===== src/rtl/oflow_mem_write_scheduler_if.sv =====
// Purpose : bundles the control and write-back signals between the core FSM,
//           the MEM-PE interface and the MEM buffer for the object-feature
//           write scheduler.
// Signals : start_write / num_of_objects  - frame write-back request from core
//           buffer_ready                   - MEM buffer can take a word pair
//           pe_sel / row_sel / remainder   - MEM-PE readout selection
//           we_0 / we_1 / wr_addr          - buffer write strobes and beat address
//           busy / done_write              - status back to the core FSM
// Modports: slave  - the scheduler (consumes the request, drives everything else)
//           master - the core/buffer side
interface oflow_mem_write_scheduler_if #(
    parameter int unsigned PE_NUM      = 24,
    parameter int unsigned ROWS_PER_PE = 4,
    parameter int unsigned OBJ_W       = 7,
    parameter int unsigned ADDR_W      = 5
);
    localparam int unsigned PE_GROUPS = PE_NUM / 4;
    localparam int unsigned PE_SEL_W  = (PE_GROUPS > 1) ? $clog2(PE_GROUPS) : 1;
    localparam int unsigned ROW_W     = (ROWS_PER_PE > 1) ? $clog2(ROWS_PER_PE) : 1;

    logic                start_write;
    logic [OBJ_W-1:0]    num_of_objects;
    logic                buffer_ready;
    logic [PE_SEL_W-1:0] pe_sel;
    logic [ROW_W-1:0]    row_sel;
    logic [1:0]          remainder;
    logic                we_0;
    logic                we_1;
    logic [ADDR_W-1:0]   wr_addr;
    logic                busy;
    logic                done_write;

    modport slave (
        input  start_write, num_of_objects, buffer_ready,
        output pe_sel, row_sel, remainder, we_0, we_1, wr_addr, busy, done_write
    );

    modport master (
        output start_write, num_of_objects, buffer_ready,
        input  pe_sel, row_sel, remainder, we_0, we_1, wr_addr, busy, done_write
    );
endinterface


===== src/rtl/oflow_mem_write_scheduler.sv =====
// Purpose : at end of frame, walks the per-object features held in the PE
//           array and writes them into the MEM buffer, four objects (two
//           buffer words) per beat, honouring buffer backpressure.
// Ports   : clk      - core clock, rising edge
//           reset_N  - asynchronous reset, active-low
//           bus      - scheduler side of oflow_mem_write_scheduler_if:
//                      start_write/num_of_objects/buffer_ready in,
//                      pe_sel/row_sel/remainder/we_0/we_1/wr_addr/busy/done_write out
module oflow_mem_write_scheduler #(
    parameter int unsigned PE_NUM      = 24,
    parameter int unsigned ROWS_PER_PE = 4,
    parameter int unsigned OBJ_W       = 7,
    parameter int unsigned ADDR_W      = 5
) (
    input  logic                          clk,
    input  logic                          reset_N,
    oflow_mem_write_scheduler_if.slave    bus
);
    localparam int unsigned PE_GROUPS = PE_NUM / 4;
    localparam int unsigned PE_SEL_W  = (PE_GROUPS > 1) ? $clog2(PE_GROUPS) : 1;
    localparam int unsigned ROW_W     = (ROWS_PER_PE > 1) ? $clog2(ROWS_PER_PE) : 1;
    localparam int unsigned MAX_OBJ   = PE_NUM * ROWS_PER_PE;

    localparam logic [OBJ_W-1:0]    MAX_OBJ_V  = OBJ_W'(MAX_OBJ);
    localparam logic [OBJ_W-1:0]    FOUR_V     = OBJ_W'(4);
    localparam logic [PE_SEL_W-1:0] PE_LAST_V  = PE_SEL_W'(PE_GROUPS - 1);

    typedef enum logic [1:0] {
        IDLE  = 2'd0,
        WRITE = 2'd1,
        DONE  = 2'd2
    } state_t;

    state_t              state_q,    state_d;
    // Objects still to be written (N - 4b); stands in for the latched N.
    logic [OBJ_W-1:0]    left_q,     left_d;
    logic [PE_SEL_W-1:0] pe_sel_q,   pe_sel_d;
    logic [ROW_W-1:0]    row_sel_q,  row_sel_d;
    logic [ADDR_W-1:0]   wr_addr_q,  wr_addr_d;

    logic [OBJ_W-1:0]    n_clamped;
    logic [2:0]          cnt;
    logic [1:0]          remainder_c;
    logic                we_0_c;
    logic                we_1_c;

    always_ff @(posedge clk or negedge reset_N) begin
        if (!reset_N) begin
            state_q   <= IDLE;
            left_q    <= '0;
            pe_sel_q  <= '0;
            row_sel_q <= '0;
            wr_addr_q <= '0;
        end else begin
            state_q   <= state_d;
            left_q    <= left_d;
            pe_sel_q  <= pe_sel_d;
            row_sel_q <= row_sel_d;
            wr_addr_q <= wr_addr_d;
        end
    end

    always_comb begin
        state_d     = state_q;
        left_d      = left_q;
        pe_sel_d    = pe_sel_q;
        row_sel_d   = row_sel_q;
        wr_addr_d   = wr_addr_q;
        remainder_c = 2'd0;
        we_0_c      = 1'b0;
        we_1_c      = 1'b0;

        n_clamped = (bus.num_of_objects > MAX_OBJ_V) ? MAX_OBJ_V : bus.num_of_objects;
        // Valid objects in the current beat: min(4, remaining).
        cnt = (left_q >= FOUR_V) ? 3'd4 : left_q[2:0];

        case (state_q)
            IDLE: begin
                if (bus.start_write) begin
                    left_d    = n_clamped;
                    pe_sel_d  = '0;
                    row_sel_d = '0;
                    wr_addr_d = '0;
                    state_d   = (n_clamped == '0) ? DONE : WRITE;
                end
            end

            WRITE: begin
                remainder_c = cnt[1:0];
                we_0_c      = bus.buffer_ready;
                we_1_c      = bus.buffer_ready && (cnt >= 3'd3);
                if (bus.buffer_ready) begin
                    wr_addr_d = wr_addr_q + 1'b1;
                    if (pe_sel_q == PE_LAST_V) begin
                        pe_sel_d  = '0;
                        row_sel_d = row_sel_q + 1'b1;
                    end else begin
                        pe_sel_d  = pe_sel_q + 1'b1;
                    end
                    if (left_q <= FOUR_V) begin
                        left_d  = '0;
                        state_d = DONE;
                    end else begin
                        left_d  = left_q - FOUR_V;
                    end
                end
            end

            DONE: begin
                state_d = IDLE;
            end

            default: begin
                state_d = IDLE;
            end
        endcase
    end

    assign bus.pe_sel     = pe_sel_q;
    assign bus.row_sel    = row_sel_q;
    assign bus.wr_addr    = wr_addr_q;
    assign bus.remainder  = remainder_c;
    assign bus.we_0       = we_0_c;
    assign bus.we_1       = we_1_c;
    assign bus.busy       = (state_q != IDLE);
    assign bus.done_write = (state_q == DONE);

endmodule


===== src/flat_wrapper.sv =====
// flat-port wrapper written by rule: the top's interface ports become plain ports
module oflow_mem_write_scheduler_flat 
#(
    parameter int unsigned PE_NUM      = 24,
    parameter int unsigned ROWS_PER_PE = 4,
    parameter int unsigned OBJ_W       = 7,
    parameter int unsigned ADDR_W      = 5
)
  (clk, reset_N, bus_start_write, bus_num_of_objects, bus_buffer_ready, bus_pe_sel, bus_row_sel, bus_remainder, bus_we_0, bus_we_1, bus_wr_addr, bus_busy, bus_done_write);
  oflow_mem_write_scheduler_if #(.PE_NUM(PE_NUM), .ROWS_PER_PE(ROWS_PER_PE), .OBJ_W(OBJ_W), .ADDR_W(ADDR_W)) bus_i ();
  input  logic clk;
  input  logic reset_N;
  input wire logic [$bits(bus_i.start_write)-1:0] bus_start_write;
  input wire logic [$bits(bus_i.num_of_objects)-1:0] bus_num_of_objects;
  input wire logic [$bits(bus_i.buffer_ready)-1:0] bus_buffer_ready;
  output wire logic [$bits(bus_i.pe_sel)-1:0] bus_pe_sel;
  output wire logic [$bits(bus_i.row_sel)-1:0] bus_row_sel;
  output wire logic [$bits(bus_i.remainder)-1:0] bus_remainder;
  output wire logic [$bits(bus_i.we_0)-1:0] bus_we_0;
  output wire logic [$bits(bus_i.we_1)-1:0] bus_we_1;
  output wire logic [$bits(bus_i.wr_addr)-1:0] bus_wr_addr;
  output wire logic [$bits(bus_i.busy)-1:0] bus_busy;
  output wire logic [$bits(bus_i.done_write)-1:0] bus_done_write;
  assign bus_i.start_write = bus_start_write;
  assign bus_i.num_of_objects = bus_num_of_objects;
  assign bus_i.buffer_ready = bus_buffer_ready;
  assign bus_pe_sel = bus_i.pe_sel;
  assign bus_row_sel = bus_i.row_sel;
  assign bus_remainder = bus_i.remainder;
  assign bus_we_0 = bus_i.we_0;
  assign bus_we_1 = bus_i.we_1;
  assign bus_wr_addr = bus_i.wr_addr;
  assign bus_busy = bus_i.busy;
  assign bus_done_write = bus_i.done_write;
  oflow_mem_write_scheduler #(.PE_NUM(PE_NUM), .ROWS_PER_PE(ROWS_PER_PE), .OBJ_W(OBJ_W), .ADDR_W(ADDR_W)) u_core (.clk(clk), .reset_N(reset_N), .bus(bus_i));
endmodule

===== config.mk =====
export PLATFORM = sky130hd
export DESIGN_NAME = oflow_mem_write_scheduler_flat
export DESIGN_NICKNAME = d
export VERILOG_FILES = /design/src/rtl/oflow_mem_write_scheduler_if.sv /design/src/rtl/oflow_mem_write_scheduler.sv /design/src/flat_wrapper.sv
export SDC_FILE = /design/constraint.sdc
export NUM_CORES = 1
export LEC_CHECK = 0
export ABC_AREA = 1
export CORE_AREA = 4 4 52 54
export DETAILED_ROUTE_END_ITERATION = 8
export DIE_AREA = 0 0 56 58
export PLACE_DENSITY = 0.85
export SYNTH_ARGS = -nofsm -noshare
export SYNTH_HDL_FRONTEND = slang
export SYNTH_SLANG_ARGS = --single-unit
export TNS_END_PERCENT = 20

===== constraint.sdc =====
create_clock -name clk -period 2.12 [get_ports clk]
set_clock_uncertainty 0.2 [all_clocks]
set_input_delay 0.636 -clock clk [delete_from_list [all_inputs] [get_ports clk]]
set_output_delay 0.636 -clock clk [all_outputs]
set_load 0.05 [all_outputs]

==> run metrics <==
final period utilization 112%; DRC Markers 0; endpoints failing setup 3; run status finished with violations; Crit. End Element output port; Core Area 2210 sq um; WP data arrival 1.55 ns; All-Layer GR Usage 20.0%; placer congestion estimate 0.889; crit-path cells inv_2 -> ha_4 -> inv_2 -> nor2_2 -> a211oi_2 -> nor2_4 -> buf_12; HPWL after DPL 2.26 mm; Pins Over Slew Limit 0; CP max stage cell dfrtp_2; number of max-cap violations 0; leading cell type in the layout, fill and taps excluded nand2_1; worst hold path class flop to flop; # IOs 27; P per Cell Area 1480 nW/um^2; Reg clk slew, reported paths 0.11 ns; Slew headroom 81.5%; die width 56 microns; Port Buffer Count 26; Die H 58 microns; non-filler cells, final 227; Initial Util 52.7%; cell taking the most area after synthesis dfrtp_1; row count 17; Final Hold Vio Count 0; die area 3250 sq um; unrepaired setup endpoints after global routing true; CP Launch Type flop; CP required 1.28 ns; DRT iter0 DRCs 73; CP max stage delay 0.44 ns; antenna violations before repair 0; Syn Std Cell Area 1170 sq um; Cells after DPL 222; sequential cell area fraction in the yosys report 40.8%; vias per inst 5.36; most frequent cells in the layout nand2_1, inv_1, dfrtp_1; Post-Syn Nets 172; Total Routed Length 3.13 mm; global-route wire length before repair 5.19 mm; Mapped Cells 158; Antenna Cells 0; failing checks negative setup slack; NumNets Final 214; Slew @ Worst Pin 0.277 ns; number of synthesized register bits 19; Max H-tree Level 1; Avg Synthesized Cell Area 7.38 sq um; Area growth syn-to-layout 51.2%; Yosys warnings 0; pin count of the biggest net entering global routing 20; Pleak 0.901 nW; Peak VDD IR 0.953 mV; fin worst setup slack -0.261 ns; kind of critical path flop to output port; WL per Instance 13.8 microns; total power 2.62 mW; Pre-Repair DR Iteration Count 4; critical path fanouts, max 3; grt total ovfl 0; layout cell share with drive strength beyond 1 28.6%; Netlist cell types 24; worst hold margin 0.341 ns; clk sink count 19; CTS root buffer clkbuf_4; post-layout min period 2.38 ns; clock latency on the worst-skew pair 0.30 ns; vias in the first global route 1254; DR vias 1217; fmax 0.420 GHz; Final ANT Viol Nets 0; Crit path top cell by count inv_2; synth top area cells dfrtp_1, nand2_1, inv_1; CTS buffer count 3; TritonCTS clock tree yes; Synth top area share 40.8%; clk buf depth 2
==> per-layer routing <==
metal  routed length, microns  global-route usage (%)
met2                     1690                    38.2
met4                       54                    10.2
met5                        0                       0
met1                     1170                    20.9
met3                      219                    3.56
==> through the flow <==
step | worst slack, ns | TNS [ns] | util (%) | area [sq um]
3_5_place_dp | -0.304 | -1.75 | 75.4 | 1670
4_1_cts | -0.218 | -0.599 | 78.5 | 1740
6_report | -0.261 | -0.712 | 79.7 | 1760
3_3_place_gp | -0.275 | -0.822 | 75.4 | 1670
2_1_floorplan | -0.0791 | -0.158 | - | 1180
5_1_grt | -0.308 | -1.00 | 79.7 | 1760
==> path summary, 6_finish.rpt <==
path / startpoint / endpoint / slack (ns) / cells past startpoint
worst min register to register: u_core.left_q[0] / u_core.left_q[0] / 0.34 / 2
worst max register to register: u_core.state_q[1] / u_core.left_q[3] / 0.34 / 10
min in group asynchronous: reset_N / u_core.bus.row_sel[0] / 0.46 / 2
max in group asynchronous: reset_N / u_core.left_q[3] / 1.04 / 2
worst min-delay path: u_core.left_q[0] / u_core.left_q[0] / 0.34 / 2
worst max-delay path: u_core.left_q[3] / bus_we_1 / -0.26 / 7
==> power by group <==
group / switching (mW) / internal, mW / total, mW / leakage (nW)
combinational: 1.03 / 0.711 / 1.74 / 0.639
clock: 0.120 / 0.0705 / 0.191 / 0.0177
sequential: 0.183 / 0.498 / 0.681 / 0.244
total: 1.34 / 1.28 / 2.62 / 0.901
==> flip-flops by register name, indices dropped and copies added, names as in the netlist <==
name,flops
u_core.bus.row_sel,2
u_core.bus.wr_addr,5
u_core.bus.pe_sel,3
u_core.left_q,7
u_core.state_q,2
==> kinds of logic (layout without fill, tap and decap cells) <==
family	Yosys count	in the layout	synth area share, %
compound gates	16	16	7.83
fa+ha+maj	3	3	3.22
simple gates	85	85	34.0
flops	19	19	40.8
xor+xnor	4	4	3.00
mux	1	1	0.858
buf+inv	30	71	10.3
==> area by class of cell <==
cell class / count / area (sq um)
multi-input cells: 109 / 641
flip-flops and latches: 19 / 478
repair buffers: 38 / 473
fillers: 135 / 449
inverters: 29 / 109
well taps: 28 / 35.0
clock buffers: 3 / 22.5
clock inverters: 1 / 5.00
==> cell usage after synthesis <==
master / count
o21ai_1: 4
or2_0: 1
nand2_4: 3
a21oi_1: 3
nor2_1: 14
mux2i_1: 1
xor2_1: 4
nor2_4: 1
nand2_1: 41
dfrtp_1: 19
o21ai_0: 4
nor2_2: 3
ha_1: 3
nand4_1: 4
o21a_1: 1
a22o_1: 1
buf_6: 1
inv_1: 26
inv_2: 3
nor3_1: 2
a211oi_1: 1
o22ai_1: 2
nand3_2: 1
nand3_1: 15
==> critical path: cells and delay by family, from the launching register on <==
kind                     cells  cell delay (ns)
adder cells (fa/ha/maj)      1             0.16
buffers and inverters        3             0.26
AND/OR/NAND/NOR              2             0.10
AO/OA/AOI/OAI                1             0.28
flip-flops                   1             0.44
==> repair_timing <==
action	in CTS	in global routing
hold buffers	0	0
pin swaps	5	2
buffers inserted	1	0
gates resized for setup	12	7
setup endpoints to repair	4	5
(Power assumes the default switching activity.)
